<file path="src/rtl/bitwise_pkg.sv">
// Shared opcode and state encodings for the bitwise_gen datapath.
//   op_e    : 3-bit opcode (000-011 keep their legacy meanings)
//   state_e : sequencer states
//   writes_rn() : true for ops whose EXEC writeback targets Rn instead of R0
package bitwise_pkg;

   typedef enum logic [2:0] {
      OP_MOV = 3'b000,
      OP_XOR = 3'b001,
      OP_ASL = 3'b010,
      OP_SWP = 3'b011,
      OP_AND = 3'b100,
      OP_OR  = 3'b101,
      OP_ASR = 3'b110,
      OP_ROL = 3'b111
   } op_e;

   typedef enum logic [2:0] {
      ST_IDLE  = 3'd0,
      ST_LOAD  = 3'd1,
      ST_EXEC  = 3'd2,
      ST_SWAP2 = 3'd3,
      ST_DONE  = 3'd4
   } state_e;

   function automatic logic writes_rn(op_e op);
      return (op == OP_MOV) || (op == OP_SWP);
   endfunction

endpackage

</file>
<file path="src/rtl/bitwise_alu.sv">
// Combinational op-to-result function.
//   op_i   : opcode
//   acc_i  : accumulator R0
//   opnd_i : operand register value captured in tmp
//   imm_i  : immediate from the instruction register
//   res_o  : value written back during EXEC (to R0, or to Rn for MOV/SWP)
module bitwise_alu
   import bitwise_pkg::*;
#(
   parameter int unsigned W = 8
) (
   input  op_e            op_i,
   input  logic [W-1:0]   acc_i,
   input  logic [W-1:0]   opnd_i,
   input  logic [W-1:0]   imm_i,
   output logic [W-1:0]   res_o
);

   always_comb begin
      res_o = acc_i;
      case (op_i)
         OP_MOV:  res_o = imm_i;
         OP_XOR:  res_o = acc_i ^ opnd_i;
         OP_ASL:  res_o = {acc_i[W-2:0], 1'b0};
         // SWP first half: Rn receives the old R0
         OP_SWP:  res_o = acc_i;
         OP_AND:  res_o = acc_i & opnd_i;
         OP_OR:   res_o = acc_i | opnd_i;
         OP_ASR:  res_o = {acc_i[W-1], acc_i[W-1:1]};
         OP_ROL:  res_o = {acc_i[W-2:0], acc_i[W-1]};
         default: res_o = acc_i;
      endcase
   end

endmodule

</file>
<file path="src/rtl/bitwise_gen.sv">
// Multi-cycle bitwise instruction engine with an NREG x W register file.
//   clk, reset_n : clock, asynchronous active-low reset
//   s            : start, sampled only in IDLE
//   op, rn, in   : opcode, register index, MOV immediate (latched on start)
//   out          : always R0
//   done         : one-cycle completion pulse
//   busy         : high whenever the sequencer is not IDLE
module bitwise_gen
   import bitwise_pkg::*;
#(
   parameter int unsigned W    = 8,
   parameter int unsigned NREG = 4
) (
   input  logic                    clk,
   input  logic                    reset_n,
   input  logic                    s,
   input  logic [2:0]              op,
   input  logic [$clog2(NREG)-1:0] rn,
   input  logic [W-1:0]            in,
   output logic [W-1:0]            out,
   output logic                    done,
   output logic                    busy
);

   localparam int unsigned RW = $clog2(NREG);

   // sequencer, operand and instruction registers
   state_e         state_q, state_d;
   logic [W-1:0]   tmp_q, tmp_d;
   op_e            ir_op_q, ir_op_d;
   logic [RW-1:0]  ir_rn_q, ir_rn_d;
   logic [W-1:0]   ir_imm_q, ir_imm_d;
   logic           done_q, done_d;
   logic           busy_q, busy_d;
   logic [W-1:0]   r_q [NREG];

   // single register-file write port
   logic           wr_en;
   logic [RW-1:0]  wr_idx;
   logic [W-1:0]   wr_data;

   // observable names for benches
   logic [W-1:0]   R [NREG];
   logic [W-1:0]   tmp;
   logic [W-1:0]   alu_out;
   state_e         state;

   assign R     = r_q;
   assign tmp   = tmp_q;
   assign state = state_q;

   assign out  = R[0];
   assign done = done_q;
   assign busy = busy_q;

   bitwise_alu #(.W(W)) u_alu (
      .op_i   (ir_op_q),
      .acc_i  (R[0]),
      .opnd_i (tmp),
      .imm_i  (ir_imm_q),
      .res_o  (alu_out)
   );

   // next-state, operand capture and writeback selection
   always_comb begin
      state_d  = state;
      tmp_d    = tmp;
      ir_op_d  = ir_op_q;
      ir_rn_d  = ir_rn_q;
      ir_imm_d = ir_imm_q;
      wr_en    = 1'b0;
      wr_idx   = '0;
      wr_data  = '0;

      case (state)
         ST_IDLE: begin
            if (s) begin
               ir_op_d  = op_e'(op);
               ir_rn_d  = rn;
               ir_imm_d = in;
               state_d  = ST_LOAD;
            end
         end
         ST_LOAD: begin
            tmp_d   = R[ir_rn_q];
            state_d = ST_EXEC;
         end
         ST_EXEC: begin
            wr_en   = 1'b1;
            wr_data = alu_out;
            wr_idx  = writes_rn(ir_op_q) ? ir_rn_q : RW'(0);
            state_d = (ir_op_q == OP_SWP) ? ST_SWAP2 : ST_DONE;
         end
         ST_SWAP2: begin
            // SWP second half: R0 receives the old Rn
            wr_en   = 1'b1;
            wr_idx  = '0;
            wr_data = tmp;
            state_d = ST_DONE;
         end
         ST_DONE: state_d = ST_IDLE;
         default: state_d = ST_IDLE;
      endcase

      done_d = (state_d == ST_DONE);
      busy_d = (state_d != ST_IDLE);
   end

   // sequencer and instruction state
   always_ff @(posedge clk or negedge reset_n) begin
      if (!reset_n) begin
         state_q  <= ST_IDLE;
         tmp_q    <= '0;
         ir_op_q  <= OP_MOV;
         ir_rn_q  <= '0;
         ir_imm_q <= '0;
         done_q   <= 1'b0;
         busy_q   <= 1'b0;
      end else begin
         state_q  <= state_d;
         tmp_q    <= tmp_d;
         ir_op_q  <= ir_op_d;
         ir_rn_q  <= ir_rn_d;
         ir_imm_q <= ir_imm_d;
         done_q   <= done_d;
         busy_q   <= busy_d;
      end
   end

   // register file
   always_ff @(posedge clk or negedge reset_n) begin
      if (!reset_n) begin
         for (int unsigned i = 0; i < NREG; i++) r_q[i] <= '0;
      end else if (wr_en) begin
         r_q[wr_idx] <= wr_data;
      end
   end

endmodule

</file>
<file path="config.mk">
export PLATFORM = sky130hd
export DESIGN_NAME = bitwise_gen
export DESIGN_NICKNAME = d
export VERILOG_FILES = /design/src/rtl/bitwise_pkg.sv /design/src/rtl/bitwise_alu.sv /design/src/rtl/bitwise_gen.sv
export SDC_FILE = /design/constraint.sdc
export NUM_CORES = 1
export LEC_CHECK = 0
export CORE_MARGIN = 1
export CORE_UTILIZATION = 35
export DETAILED_ROUTE_END_ITERATION = 12
export SYNTH_ARGS = -nofsm -noshare
export SYNTH_HDL_FRONTEND = slang
export SYNTH_SLANG_ARGS = --single-unit
</file>
<file path="constraint.sdc">
create_clock -name clk -period 2.5 [get_ports clk]
set_input_delay 0.5 -clock clk [delete_from_list [all_inputs] [get_ports clk]]
set_output_delay 0.5 -clock clk [all_outputs]
set_load 0.05 [all_outputs]
</file>
Word-level counts from Yosys, hierarchy flattened --
Cells that the tools add are included.
Storage, ports and cells: flip-flop bits (word level) 58, latch bits 0, RAM bits 0, memory bits (read-only) 0, input bits 16, output and inout bits 10, logic and storage cells 51, memories kept 0
Cells by class: $add $sub $neg 0, multipliers 0, div/mod/pow operators 0, order comparisons 3, equality and inequality tests 11, shift operators 0, mux-type cells 14, bitwise operators 5, reductions and logical operators 7
Operators with widths (count):
- $pmux 8 s8 | 1
- $bwmux 32 | 1
- $mux 8 | 3
- $bmux 8 s2 | 1
- $demux 8 s2 | 1
- $pmux 8 s2 | 1
- $eq 3x3->1 const B | 5
- $eq 3x2->1 const B | 4
- $pmux 3 s4 | 1
- $and 8x8->8 | 1
- $or 8x8->8 | 1
- $xor 8x8->8 | 1
- $eq 3x1->1 const B | 2
- $ge 3x3->1 const B | 2
- $logic_not 3->1 | 2
- $mux 3 | 2
- $not 2->3 | 2
- $mux 2 | 2
- $lt 3x1->1 const B | 1
- $reduce_bool 3->1 | 1
- $reduce_and 2->1 | 1
- $reduce_or 2->1 | 1
- $logic_and 1x1->1 | 1
- $logic_or 1x1->1 | 1
- $mux 1 | 1

Longest topological paths before layout --
word-level depth 10, mapped depth 7, mapped depth without buffers 7

By module --
Synthesis repeated with hierarchy kept, for this count alone.
Unflattened totals: cells, all modules 287, area total of the unflattened synthesis 3525.9 um^2
Modules (own cells, without submodules):
- bitwise_gen | instances 1, cells an instance 170, area an instance 2646.3 um^2, seq. area each 1451.4 um^2
- bitwise_alu | instances 1, cells an instance 117, area an instance 879.6 um^2, seq. area each 0.0 um^2

Least setup slack after synthesis --
No wires, ideal clock.
kind register to register, start point reg r_q, in the netlist out[1], end point reg r_q, in the netlist R[17], setup time 0.125 ns, arrival 1.507 ns, data required time 2.375 ns, setup slack 0.868 ns, cell stages (with the launch flop) 7, path buffers 0, clock period less this slack 1.632 ns, path through dfrtp_1 -> inv_1 -> ha_1 -> o2bb2ai_1 -> a221oi_2 -> nor2_2 -> mux2_4
On the way: word-level cells in the longest chain between the ends 4, elaborated cells on any way between the ends 6, those cells by class 3 x mux; 3 x bitwise
RTL lines:
- start, declared | line bitwise_gen.sv:35 | logic [W-1:0] r_q [NREG];
- start signal, assigned by index | line bitwise_gen.sv:135 | r_q[wr_idx] <= wr_data;
- $or 8x8->8 (tied with other cells) | line bitwise_alu.sv:28 | OP_OR: res_o = acc_i | opnd_i;
- $pmux 8 s8 * | line bitwise_alu.sv:21 | case (op_i)
- $pmux 8 s2 * | line bitwise_gen.sv:75 | case (state)
- $bwmux 32 * | line bitwise_gen.sv:135
Every way passes the cells marked *; elsewhere a longest branch is shown, timed or not. A chain may end at the register's enable or synchronous reset.

Worst setup path in the final report --
start point reg r_q, in the netlist out[2], end point out out[2]
RTL lines:
- end, declared | line bitwise_gen.sv:20 | output logic [W-1:0] out,
No word-level cell between the ends.

==> impl_results.md <==
* Outcome: completed
* TritonRoute pass-1 iters at 5
* Synth async-reset ratio at 100%
* Synth top area cells: dfrtp_1, ha_1, mux2_4
* Leakage at 1.75 nW
* Setup slack, reg-to-reg at 0.51 ns
* Most frequent cell after synthesis: dfrtp_1
* Cell variety after synth at 51
* Share of layout cells above drive strength 1 at 23.8%
* Family with the most delay on the worst path: buffers and inverters
* Final net count at 367
* Synth Area per Inst at 11.0 um2
* Resize count post-CTS at 0
* Register area share after synthesis at 42.2%
* Syn nets at 345
* Clock Latency Late Sink at 0.34 ns
* Slew HR at 53.0%
* Largest net degree at the start of global routing at 31
* Routed WL per cell at 16.9 um
* YS warnings at 0
* Max-slew violation count at 0
* Unrepaired setup endpoints after global routing: no
* Placement Rows at 35
* Clk slew on worst S/H paths at 0.07 ns
* Post-synth top flop: dfrtp_1
* Cell taking the most area after synthesis: dfrtp_1
* Final Hold Fails at 0
* Clock root buffer: clkbuf_8
* Post-synth top cells: dfrtp_1, nand2_1, inv_1
* Pwr dens at 1320 nW/um2
* WP data required at 2.00 ns
* Clk pwr share at 18.3%
* Total track usage at 17.5%
* Synth Register Bits at 58
* Overall Power at 5.25 mW
* Cells after Synth at 313
* Worst Max-Slew Pin Slew at 0.705 ns
* Highest Clock Rate at 448 MHz
* Comb pwr share at 48.5%
* Clock sinks at 58
* Final GP Congestion at 0.889
* Total vias in the final route at 2439
* Number of port buffers at 25
* Number of routed nets with antenna violations at 0
* Post-synth EDFFs at 0
* Drt drc at 0
* Vias per inst at 5.20
* Initial antenna violation count at 0
* First-pass GRT wire length at 13200 um
* H-tree levels at 3
* Start of the worst register-to-register path: ir_op_q[0]
* Internal power at 3.03 mW
* Setup TNS at 0 ns
* Routed wire length at 7910 um
* Min-delay worst type: in2async
* Max Fanout on Critical Path at 8
* Clock buffer count from CTS at 9
* Width of the die at 101 um
* Core area at 9370 um2
* I/O pin cnt at 26
* Worst Path Buf+Inv at 1
* Sw Ratio at 42.3%
* Crit path DAT at 1.73 ns
* Crit path launch type: flip-flop
* Hold Slack at 0.204 ns
* Worst path max stage delay at 0.87 ns
* Initial Utilization at 36.7%
* WS Path Type: reg2out
* Dpl hpwl at 5670 um
* Sw Pwr at 2.22 mW
* Max_cap viols at 0
* # diodes at 0
* Vias in the first global route at 2490
* Area grow syn2layout at 16.1%
* Synthesized area at 3440 um2
* Reg power frac at 33.2%
* Hold_buf cts at 0
* Clk_skew at 0.00969 ns
* Synth top area share at 42.2%
* Critical Path End Type: output pin
* Die Ht at 101 um
* Post-CTS setup buffer count at 0
* Period utilization at 89.3%
* # setup viols final at 0
* CTS tree: built
* Initial drt markers at 132
* Die Footprint at 10200 um2
* Final Critical Period at 2.23 ns
* Worst vdd ir at 0.556 mV
* Slowest library cell on the worst path: clkdlybuf4s50_1
* Worst-path cell chain: clkdlybuf4s50_1
* Remaining global-route overflow at 0
* Clock tree buffer depth at 2
* CP startpoint: out[2]
## registers in the layout (all words and copies together), names as in the netlist
signal    cells
out           8
R            24
busy          1
ir_rn_q       2
state         3
ir_op_q       3
ir_imm_q      8
tmp           8
done          1
## final cells by class
| class | instances | area [um2] |
|---|---|---|
| fillers | 918 | 5380 |
| multi-input cells | 208 | 1710 |
| flip-flops and latches | 58 | 1450 |
| repair buffers | 39 | 375 |
| well taps | 129 | 161 |
| clock buffers | 11 | 141 |
| clock inverters | 5 | 77.6 |
| inverters | 19 | 71.3 |
## worst paths after layout
| path | end | depth (start not counted) |
|---|---|---|
| worst min-delay path | ir_rn_q[0] | 1 |
| min in group clk | R[10] | 2 |
| worst min register to register | R[10] | 2 |
| worst max register to register | R[11] | 6 |
| max in group asynchronous | R[6] | 2 |
| worst max-delay path | out[2] | 1 |
## power groups by stage
stage	registers (mW)	clock network, mW	logic (mW)
5_1_grt	1.81	1.02	2.79
4_1_cts	1.75	0.983	2.55
3_3_place_gp	1.76	0	2.50
2_1_floorplan	1.57	0	2.12
6_report	1.74	0.959	2.55
3_5_place_dp	1.77	0	2.53
## placed cells by master, fill, tap and decap left out, drive strengths merged, types with 10 or more instances in the layout
cell,synthesis,final
dfrtp,58,58
nand2,39,39
o21ai,31,31
mux2,26,26
clkdlybuf4s50,0,24
inv,19,19
ha,16,16
buf,26,15
clkbuf,2,11
nor2,10,10
## per-layer routing
| layer | global-route usage [%] | up-vias | share of wire [%] |
|---|---|---|---|
| met5 | 0 | - | 0 |
| met1 | 23.8 | 1208 | 48 |
| met3 | 3.47 | 14 | 4.1 |
| met4 | 7.25 | 0 | 2.1 |
| li1 | - | 1148 | - |
| met2 | 26.9 | 69 | 46 |
## per-stage QoR
| step | cells | area, um2 | setup WS [ns] | util [%] |
|---|---|---|---|---|
| 2_1_floorplan | 313 | 3440 | 0.868 | - |
| 3_3_place_gp | 453 | 3770 | 0.578 | 40.2 |
| 3_5_place_dp | 453 | 3770 | 0.569 | 40.2 |
| 4_1_cts | 469 | 3990 | 0.250 | 42.6 |
| 5_1_grt | 469 | 3990 | 0.200 | 42.6 |
| 6_report | 469 | 3990 | 0.267 | 42.6 |
## kinds of logic (layout without fill, tap and decap cells)
| family | Yosys count | after routing | share of synthesized area (%) |
|---|---|---|---|
| compound gates | 76 | 76 | 15.3 |
| flops | 58 | 58 | 42.2 |
| simple gates | 76 | 76 | 11.9 |
| fa+ha+maj | 16 | 16 | 5.83 |
| buf+inv | 47 | 74 | 7.97 |
| mux | 40 | 40 | 16.8 |
Note: power is estimated with default switching activity, not from simulation.
